--- src/rtl/apb_cat_sequencer.sv ---
// APB slave front-end and inference sequencer for the cat-recognition neuron.
// Decodes CTRL/BIAS/STATUS registers and the pixel window, then sweeps the
// pixel/weight memories, requests the calculator decision and raises irq.
module apb_cat_sequencer #(
    parameter int AMBA_WORD       = 24,
    parameter int AMBA_ADDR_DEPTH = 12,
    parameter int PIX_BASE        = 'h100,
    parameter int PIXEL_COUNT     = 1024
) (
    input  logic                       clk,
    input  logic                       rst,
    input  logic                       PSEL,
    input  logic                       PENABLE,
    input  logic                       PWRITE,
    input  logic [AMBA_ADDR_DEPTH-1:0] PADDR,
    input  logic [AMBA_WORD-1:0]       PWDATA,
    output logic [AMBA_WORD-1:0]       PRDATA,
    output logic                       PREADY,
    output logic                       pix_we,
    output logic [AMBA_ADDR_DEPTH-1:0] pix_addr,
    output logic [AMBA_WORD-1:0]       pix_wdata,
    output logic                       mem_rd_en,
    output logic [AMBA_ADDR_DEPTH-1:0] mem_rd_addr,
    output logic                       calc_en,
    output logic [AMBA_WORD-1:0]       calc_bias,
    output logic                       calc_get_result,
    input  logic                       calc_result,
    output logic                       irq
);

    localparam int A = AMBA_ADDR_DEPTH;
    localparam int W = AMBA_WORD;

    localparam logic [A-1:0] ADDR_CTRL   = A'(0);
    localparam logic [A-1:0] ADDR_BIAS   = A'(1);
    localparam logic [A-1:0] ADDR_STATUS = A'(2);
    localparam logic [A-1:0] PIX_LO      = A'(PIX_BASE);
    // One bit wider so the window may end exactly at the top of the address space.
    localparam logic [A:0]   PIX_HI      = (A+1)'(PIX_BASE + PIXEL_COUNT);
    localparam logic [A-1:0] CNT_LAST    = A'(PIXEL_COUNT - 1);

    typedef enum logic [2:0] {
        S_IDLE,
        S_RUN,
        S_DRAIN,
        S_RESULT,
        S_CAPTURE
    } state_t;

    state_t         state_q, state_d;
    logic [A-1:0]   cnt_q, cnt_d;
    logic [W-1:0]   bias_q, bias_d;
    logic [W-1:0]   cbias_q, cbias_d;
    logic           done_q, done_d;
    logic           result_q, result_d;
    logic           calc_en_q;
    logic           drop_q;

    logic           access;
    logic           pix_hit;
    logic           busy;
    logic           pix_stall;
    logic           wr_acc;
    logic           rd_acc;
    logic           start;

    // APB decode: a pixel write is held off while the sequencer owns the memories.
    // drop_q swallows a pixel write that was stalled when reset hit, letting the
    // master finish the transfer without it reaching the memory.
    assign access    = PSEL & PENABLE;
    assign pix_hit   = (PADDR >= PIX_LO) && ({1'b0, PADDR} < PIX_HI);
    assign busy      = (state_q != S_IDLE);
    assign pix_stall = access & PWRITE & pix_hit & busy & ~drop_q;
    assign PREADY    = ~pix_stall;
    assign wr_acc    = access & PWRITE & ~pix_stall;
    assign rd_acc    = access & ~PWRITE;
    assign start     = wr_acc && (PADDR == ADDR_CTRL) && PWDATA[0] && (state_q == S_IDLE);

    assign pix_we    = access & PWRITE & pix_hit & ~busy & ~drop_q;
    assign pix_addr  = pix_we ? (PADDR - PIX_LO) : '0;
    assign pix_wdata = pix_we ? PWDATA : '0;

    assign calc_en   = calc_en_q;
    assign calc_bias = cbias_q;

    // Read mux: zero-wait, driven only during a read ACCESS cycle.
    always_comb begin
        PRDATA = '0;
        if (rd_acc) begin
            case (PADDR)
                ADDR_BIAS:   PRDATA = bias_q;
                ADDR_STATUS: PRDATA = W'({result_q, done_q, busy});
                default:     PRDATA = '0;
            endcase
        end
    end

    // Next-state, register updates and sequencer strobes.
    always_comb begin
        state_d         = state_q;
        cnt_d           = cnt_q;
        bias_d          = bias_q;
        cbias_d         = cbias_q;
        done_d          = done_q;
        result_d        = result_q;
        mem_rd_en       = 1'b0;
        mem_rd_addr     = '0;
        calc_get_result = 1'b0;
        irq             = 1'b0;

        if (wr_acc && (PADDR == ADDR_BIAS)) begin
            bias_d = PWDATA;
        end
        // Read-to-clear comes first so a capture in the same cycle still sets done.
        if (rd_acc && (PADDR == ADDR_STATUS)) begin
            done_d = 1'b0;
        end

        case (state_q)
            S_IDLE: begin
                if (start) begin
                    state_d = S_RUN;
                    cnt_d   = '0;
                    cbias_d = bias_q;
                    done_d  = 1'b0;
                end
            end
            S_RUN: begin
                mem_rd_en   = 1'b1;
                mem_rd_addr = cnt_q;
                if (cnt_q == CNT_LAST) begin
                    state_d = S_DRAIN;
                end else begin
                    cnt_d = cnt_q + A'(1);
                end
            end
            S_DRAIN: begin
                state_d = S_RESULT;
            end
            S_RESULT: begin
                calc_get_result = 1'b1;
                state_d         = S_CAPTURE;
            end
            S_CAPTURE: begin
                irq      = 1'b1;
                result_d = calc_result;
                done_d   = 1'b1;
                state_d  = S_IDLE;
            end
            default: begin
                state_d = S_IDLE;
            end
        endcase
    end

    // FSM state register.
    always_ff @(posedge clk) begin
        if (rst) begin
            state_q <= S_IDLE;
        end else begin
            state_q <= state_d;
        end
    end

    // Counter, register file, bias snapshot and the one-cycle read-latency delay of calc_en.
    always_ff @(posedge clk) begin
        if (rst) begin
            cnt_q     <= '0;
            bias_q    <= '0;
            cbias_q   <= '0;
            done_q    <= 1'b0;
            result_q  <= 1'b0;
            calc_en_q <= 1'b0;
            drop_q    <= pix_stall;
        end else begin
            cnt_q     <= cnt_d;
            bias_q    <= bias_d;
            cbias_q   <= cbias_d;
            done_q    <= done_d;
            result_q  <= result_d;
            calc_en_q <= mem_rd_en;
            drop_q    <= drop_q & access;
        end
    end

endmodule

--- config.mk ---
export PLATFORM = sky130hd
export DESIGN_NAME = apb_cat_sequencer
export DESIGN_NICKNAME = d
export VERILOG_FILES = /design/src/rtl/apb_cat_sequencer.sv
export SDC_FILE = /design/constraint.sdc
export NUM_CORES = 1
export LEC_CHECK = 0
export CORE_ASPECT_RATIO = 1.25
export CORE_UTILIZATION = 45
export CTS_BUF_LIST = sky130_fd_sc_hd__clkbuf_16
export DETAILED_ROUTE_END_ITERATION = 7
export PLACE_DENSITY = 0.86
export SKIP_LAST_GASP = 1
export SYNTH_ARGS = -nofsm -noshare
export SYNTH_HDL_FRONTEND = slang
export SYNTH_SLANG_ARGS = --single-unit
--- constraint.sdc ---
create_clock -name clk -period 7.3 [get_ports clk]
set_clock_uncertainty 0.2 [all_clocks]
set_input_delay 1.46 -clock clk [delete_from_list [all_inputs] [get_ports clk]]
set_output_delay 1.46 -clock clk [all_outputs]
set_load 0.03 [all_outputs]
==> summary.txt, run 1 <==
post-CTS setup buffers = 0
CP max FO = 26
Reg clk slew, reported paths = 50 ps
Ports = 144
DIE HEIGHT = 98.5 um
Final HPWL DP = 6680 um
Flop pwr share = 0.421
final net count = 580
Filler cells = 576
clock root buffer = clkbuf_16
clk_lat worst skew = 320 ps
WP data arrival = 4510 ps
first-pass GRT wire length = 15300 um
Net Sw Power = 211 uW
setup ws final = 1130 ps
Worst IR Drop VDD = 0.132 mV
global-route usage over all layers = 0.250
synthesized area = 0.00335 mm2
worst min path class = flip-flop to flip-flop
EDFF count, synth = 0
Max clock buf depth = 2
clock sinks = 67
clock period minus worst slack = 6170 ps
largest net degree at the start of global routing = 72
Worst Max-Slew Pin Slew = 1140 ps
Synth Register Bits = 67
Highest Clock Rate = 162 MHz
count of different cell masters after synthesis = 45
async set-reset flop share out of synthesis = 0
initial antenna violation count = 0
Placement Setup Slack = 1120 ps
final wirelength = 9470 um
Post-Route Setup TNS = 0 ps
CP Launch Type = input port
Avg Cell Area, Syn = 8.31 um2
worst setup path start = PADDR[9]
Max Transition Viols Final = 0
Comb power frac = 0.096
placeable core area = 0.00706 mm2
Seq/Total Area, Yosys = 0.400
ant diodes = 0
Routed Antenna Nets = 0
Final Hold Viols = 0
initial cell density of the core = 0.474
Synth Instances = 403
min-delay src = calc_bias[21]
num rows = 34
# H-tree levels = 3
DRC = 0
ys flop type = dfxtp_1
die span in x = 79.2 um
slew margin rel. = 0.243
Initial DRT Pass Iterations = 4
sw frac = 0.239
TritonCTS clock tree = built
share of cells above drive strength 1 = 0.0501
Setup crit end kind = output pin
vias in the first global route = 3204
unrepaired setup endpoints after global routing = false
FF-to-FF Start = state_q[0]
share of total power in the clock network = 0.483
post-DR vias/cell = 5.24
Setup violations, final = 0
floorplan die area = 0.00780 mm2
Static Leakage = 1.98 nW
Hold-fix buffers, CTS = 0
commonest non-fill, non-tap cell in the layout = clkdlybuf4s50_1
synthesis-to-layout area growth = 51.7%
RePlAce Congestion = 0.896
Iteration-0 DRC Markers = 140
pwr dens = 174 mW/mm2
outcome = complete, no violations
CTS resizes = 0
Critical Path RT = 5640 ps
total congestion overflow = 0
synthesized net count = 449
vias = 3296
I/O Buffers = 143
max-cap violations = 0
Crit Path Class = input port to output pin
most frequent cells in the layout = clkdlybuf4s50_1 (142), and2_1 (68), dfxtp_1 (67), nand2_1 (59), nor2_1 (34)
YS warnings = 0
period utilization = 0.845
TritonCTS buffer count = 9
average routed wire per standard cell = 15.1 um
Internal = 673 uW
-- final timing paths --
check | to | slack, ps | depth (start not counted)
max | pix_addr[10] | 1130 | 9
min | calc_bias[21] | 250 | 2
max reg2reg | bias_q[7] | 4660 | 5
min reg2reg | calc_bias[21] | 250 | 2
-- cells in the mapped netlist (2+ instances only) --
cell / n / area, um2
buf_4: 2 / 15.0
mux2i_1: 24 / 240
or3_1: 3 / 18.8
buf_2: 6 / 30.0
clkbuf_2: 2 / 10.0
nand2_1: 59 / 221
clkbuf_1: 13 / 48.8
nor4_1: 2 / 12.5
ha_1: 4 / 50.1
nor2b_1: 3 / 18.8
and2_1: 68 / 425
a21oi_1: 28 / 140
xor2_1: 7 / 61.3
a22o_1: 3 / 26.3
and3_1: 6 / 37.5
nor3_1: 13 / 65.1
nor3b_1: 3 / 22.5
o2111ai_1: 2 / 17.5
xnor2_1: 2 / 17.5
buf_6: 3 / 33.8
nor4_4: 2 / 42.5
o21ai_0: 7 / 35.0
nand3_1: 11 / 55.1
dfxtp_1: 67 / 1340
o211ai_1: 3 / 22.5
nor2_1: 34 / 128
nand4_1: 3 / 18.8
nand2b_1: 3 / 18.8
inv_1: 4 / 15.0
-- critical path: stages --
cell and delay (ps):
clkdlybuf4s50_1 430, inv_1 120, ha_1 150, nor3b_1 320, a31oi_4 170, nor4_4 620
buf_4 350, a21boi_0 190, clkdlybuf4s50_1 690
-- power by group through the flow --
| stage | logic [mW] | registers, mW | clock network [mW] |
|---|---|---|---|
| finish | 0.0851 | 0.372 | 0.427 |
| global route | 0.0914 | 0.373 | 0.452 |
| CTS | 0.0853 | 0.372 | 0.435 |
| detailed placement | 0.0848 | 0.380 | 0 |
| global placement | 0.0831 | 0.380 | 0 |
| floorplan | 0.0437 | 0.380 | 0 |
-- routing by layer --
layer	wire [um]	vias to the layer above	global-route usage
met2	4870	120	0.458
met5	0	-	0
met1	3830	1541	0.278
li1	-	1620	-
met4	193	0	0.0979
met3	572	15	0.0519
-- metrics by stage --
stage | hold slack, ps | total power [mW] | instance area (um2) | instances | util
floorplan | 236 | 0.424 | 3350 | 403 | -
global placement | 238 | 0.463 | 4780 | 613 | 0.677
detailed placement | 244 | 0.465 | 4780 | 613 | 0.677
CTS | 251 | 0.892 | 5080 | 629 | 0.720
global route | 272 | 0.917 | 5080 | 629 | 0.720
finish | 250 | 0.884 | 5080 | 629 | 0.720
-- cell type report --
cell class | instances | area, um2 | area share
multi-input combinational | 306 | 1860 | 0.367
sequential | 67 | 1340 | 0.264
clock inverter | 7 | 76.3 | 0.0150
clock buffer | 9 | 225 | 0.0443
inverter | 4 | 15.0 | 0.00295
tap | 90 | 113 | 0.0222
timing repair buffer | 146 | 1450 | 0.285
-- registers in the layout (all words and copies together) (netlist names) --
| name | count |
|---|---|
| cnt_q | 12 |
| calc_bias | 24 |
| bias_q | 24 |
| calc_en | 1 |
| state_q | 3 |
| result_q | 1 |
| done_q | 1 |
| drop_q | 1 |
-- kinds of logic (layout without fill, tap and decap cells) --
kind of cell	Yosys count	in the layout	share of synthesized area
compound gates	53	53	0.105
xor+xnor	9	9	0.0235
fa+ha+maj	4	4	0.0149
buf+inv	30	166	0.0456
flops	67	67	0.400
mux	24	24	0.0717
simple gates	216	216	0.339
Note: power is estimated with default switching activity, not from simulation.
==> inputs of run 2 (changes only) <==
--- a/config.mk
+++ b/config.mk
@@ -6,10 +6,10 @@
 export NUM_CORES = 1
 export LEC_CHECK = 0
 export CORE_ASPECT_RATIO = 1.25
-export CORE_UTILIZATION = 45
+export CORE_UTILIZATION = 43
 export CTS_BUF_LIST = sky130_fd_sc_hd__clkbuf_16
 export DETAILED_ROUTE_END_ITERATION = 7
-export PLACE_DENSITY = 0.86
+export PLACE_DENSITY = 0.83
 export SKIP_LAST_GASP = 1
 export SYNTH_ARGS = -nofsm -noshare
 export SYNTH_HDL_FRONTEND = slang
==> constraint.sdc (replaced) <==
create_clock -name clk -period 5.8 [get_ports clk]
set_clock_uncertainty 0.2 [all_clocks]
set_input_delay 1.16 -clock clk [delete_from_list [all_inputs] [get_ports clk]]
set_output_delay 1.16 -clock clk [all_outputs]
set_load 0.03 [all_outputs]
==> summary.txt, run 2 (same netlist as run 1, synthesis figures left out) <==
outcome = complete, no violations
Filler cells = 628 (+9.0%)
final wirelength = 9370 um (-1.0%)
clock sinks = 67 (unchanged)
clock period minus worst slack = 5350 ps
pwr dens = 223 mW/mm2 (+28%)
CP max FO = 37 (+42%)
clk_lat worst skew = 320 ps (about the same)
commonest non-fill, non-tap cell in the layout = clkdlybuf4s50_1
Min Hold Slack = 248 ps (-2.64 ps)
reg-to-reg endpoint = bias_q[9]
first-pass GRT wire length = 15000 um (-1.9%)
floorplan die area = 0.00815 mm2 (+4.5%)
DP Area = 0.00479 mm2 (+0.16%)
Max clock buf depth = 2 (unchanged)
Stages on worst setup path = 9 (unchanged)
Max Transition Viols Final = 0 (unchanged)
post-CTS setup buffers = 0 (unchanged)
Crit Path Class = input port to output pin
CP dominant cell by count = clkdlybuf4s50_1
R2R setup slack = 3170 ps (-1490 ps)
met2 usage = 0.420 (-0.0374)
initial cell density of the core = 0.450 (-0.0244)
Final Hold Viols = 0 (unchanged)
vias = 3291 (-0.15%)
TritonCTS clock tree = built
num rows = 35 (+2.9%)
FF-to-FF Start = state_q[2]
fin area = 0.00509 mm2 (+0.25%)
largest net degree at the start of global routing = 72 (unchanged)
total congestion overflow = 0 (unchanged)
average routed wire per standard cell = 14.9 um (-1.3%)
most frequent cells in the layout = clkdlybuf4s50_1 (141), and2_1 (68), dfxtp_1 (67), nand2_1 (59), nor2_1 (34)
Worst Max-Slew Pin Slew = 1120 ps (-15.4 ps)
slowest stage delay, CP = 700 ps (about the same)
GR Util met1 = 0.270 (-0.00808)
crit path capture = pix_addr[10]
worst setup path start = PADDR[9]
Placement Setup Slack = 547 ps (-576 ps)
Worst IR Drop VDD = 0.186 mV (+42%)
Initial DRT Pass Iterations = 4 (unchanged)
placeable core area = 0.00744 mm2 (+5.4%)
post-DR vias/cell = 5.22 (-0.47%)
CP Launch Type = input port
Routed Antenna Nets = 0 (unchanged)
unrepaired setup endpoints after global routing = false
Setup violations, final = 0 (unchanged)
gr busiest metal = met2
vias in the first global route = 3202 (-0.062%)
Setup crit end kind = output pin
Crit path max-delay family = buffers and inverters
CTS resizes = 0 (unchanged)
# H-tree levels = 3 (unchanged)
Critical Path RT = 4440 ps (-1200 ps)
Hold-fix buffers, CTS = 0 (unchanged)
slew margin rel. = 0.252 (+0.00993)
period utilization = 0.922
Final Power = 1.13 mW (+28%)
final net count = 581 (+0.17%)
R2R depth = 5 (unchanged)
DIE HEIGHT = 101 um (+2.3%)
initial antenna violation count = 0 (unchanged)
WP data arrival = 3990 ps (-520 ps)
setup ws final = 452 ps (-681 ps)
Post-Route Setup TNS = 0 ps (unchanged)
critical path cell sequence = clkdlybuf4s50_1, inv_1, ha_1, nor3b_1, a31oi_4, nor4_4, buf_4, a21boi_0, clkdlybuf4s50_1
Max stage delay cell, worst path = clkdlybuf4s50_1
clock root buffer = clkbuf_16
RePlAce Congestion = 0.798 (-11%)
DRC = 0 (unchanged)
ant diodes = 0 (unchanged)
area of the multi-input gates = 0.00186 mm2 (unchanged)
max-cap violations = 0 (unchanged)
Highest Clock Rate = 187 MHz
die span in x = 81.0 um (+2.2%)
Sequential cell area = 0.00134 mm2 (unchanged)
share of cells above drive strength 1 = 0.0501 (unchanged)
TritonCTS buffer count = 9 (unchanged)
global-route usage over all layers = 0.239 (-0.0113)
Static Leakage = 2.00 nW (+0.69%)
I/O Buffers = 143 (unchanged)
Iteration-0 DRC Markers = 174 (+24%)
worst min path class = flip-flop to flip-flop
CP bufs+invs = 4 (unchanged)
Reg clk slew, reported paths = 50 ps (about the same)
Ports = 144 (unchanged)
synthesis-to-layout area growth = 52.1%
Final HPWL DP = 6500 um (-2.7%)
grt met3 use = 0.0643 (+0.0124)
run 2: worst min-delay path by stage:
stage / startpoint / to / slack (ps) / cells after the start
after CTS: calc_bias[0] / calc_bias[0] / 250 / 2
after detailed placement: calc_bias[14] / calc_bias[14] / 240 / 2
after global routing: calc_bias[6] / calc_bias[6] / 270 / 2
after global placement: calc_bias[9] / calc_bias[9] / 240 / 2
final: calc_bias[0] / calc_bias[0] / 250 / 2
after floorplan: result_q / result_q / 240 / 2
run 2: worst min-delay path, cell delays in order, from the launching register on:
cell	delay [ps]
dfxtp_1	300
nand2_1	50
a21oi_1	50
run 2: cell type report:
cell class                 instances  area share
sequential                        67       0.263
tap                               92      0.0226
inverter                           4     0.00295
timing repair buffer             147       0.285
clock inverter                     6      0.0160
clock buffer                       9      0.0442
multi-input combinational        306       0.366
run 2: through the flow:
step                      std cells  utilization
after floorplan                 403            -
after global placement          616        0.643
after detailed placement        616        0.643
after CTS                       631        0.684
after global routing            631        0.684
final                           631        0.684
run 2: per-layer routing:
metal,up-vias,routed length [um],share of wire
li1,1618,-,-
met2,114,4810,0.51
met1,1543,3710,0.40
met5,-,0,0
met4,0,166,0.018
met3,16,691,0.074
run 2: where the power goes:
group / internal [mW] / switching [mW]
clock: 0.370 / 0.186
combinational: 0.0478 / 0.0607
sequential: 0.464 / 0.00454
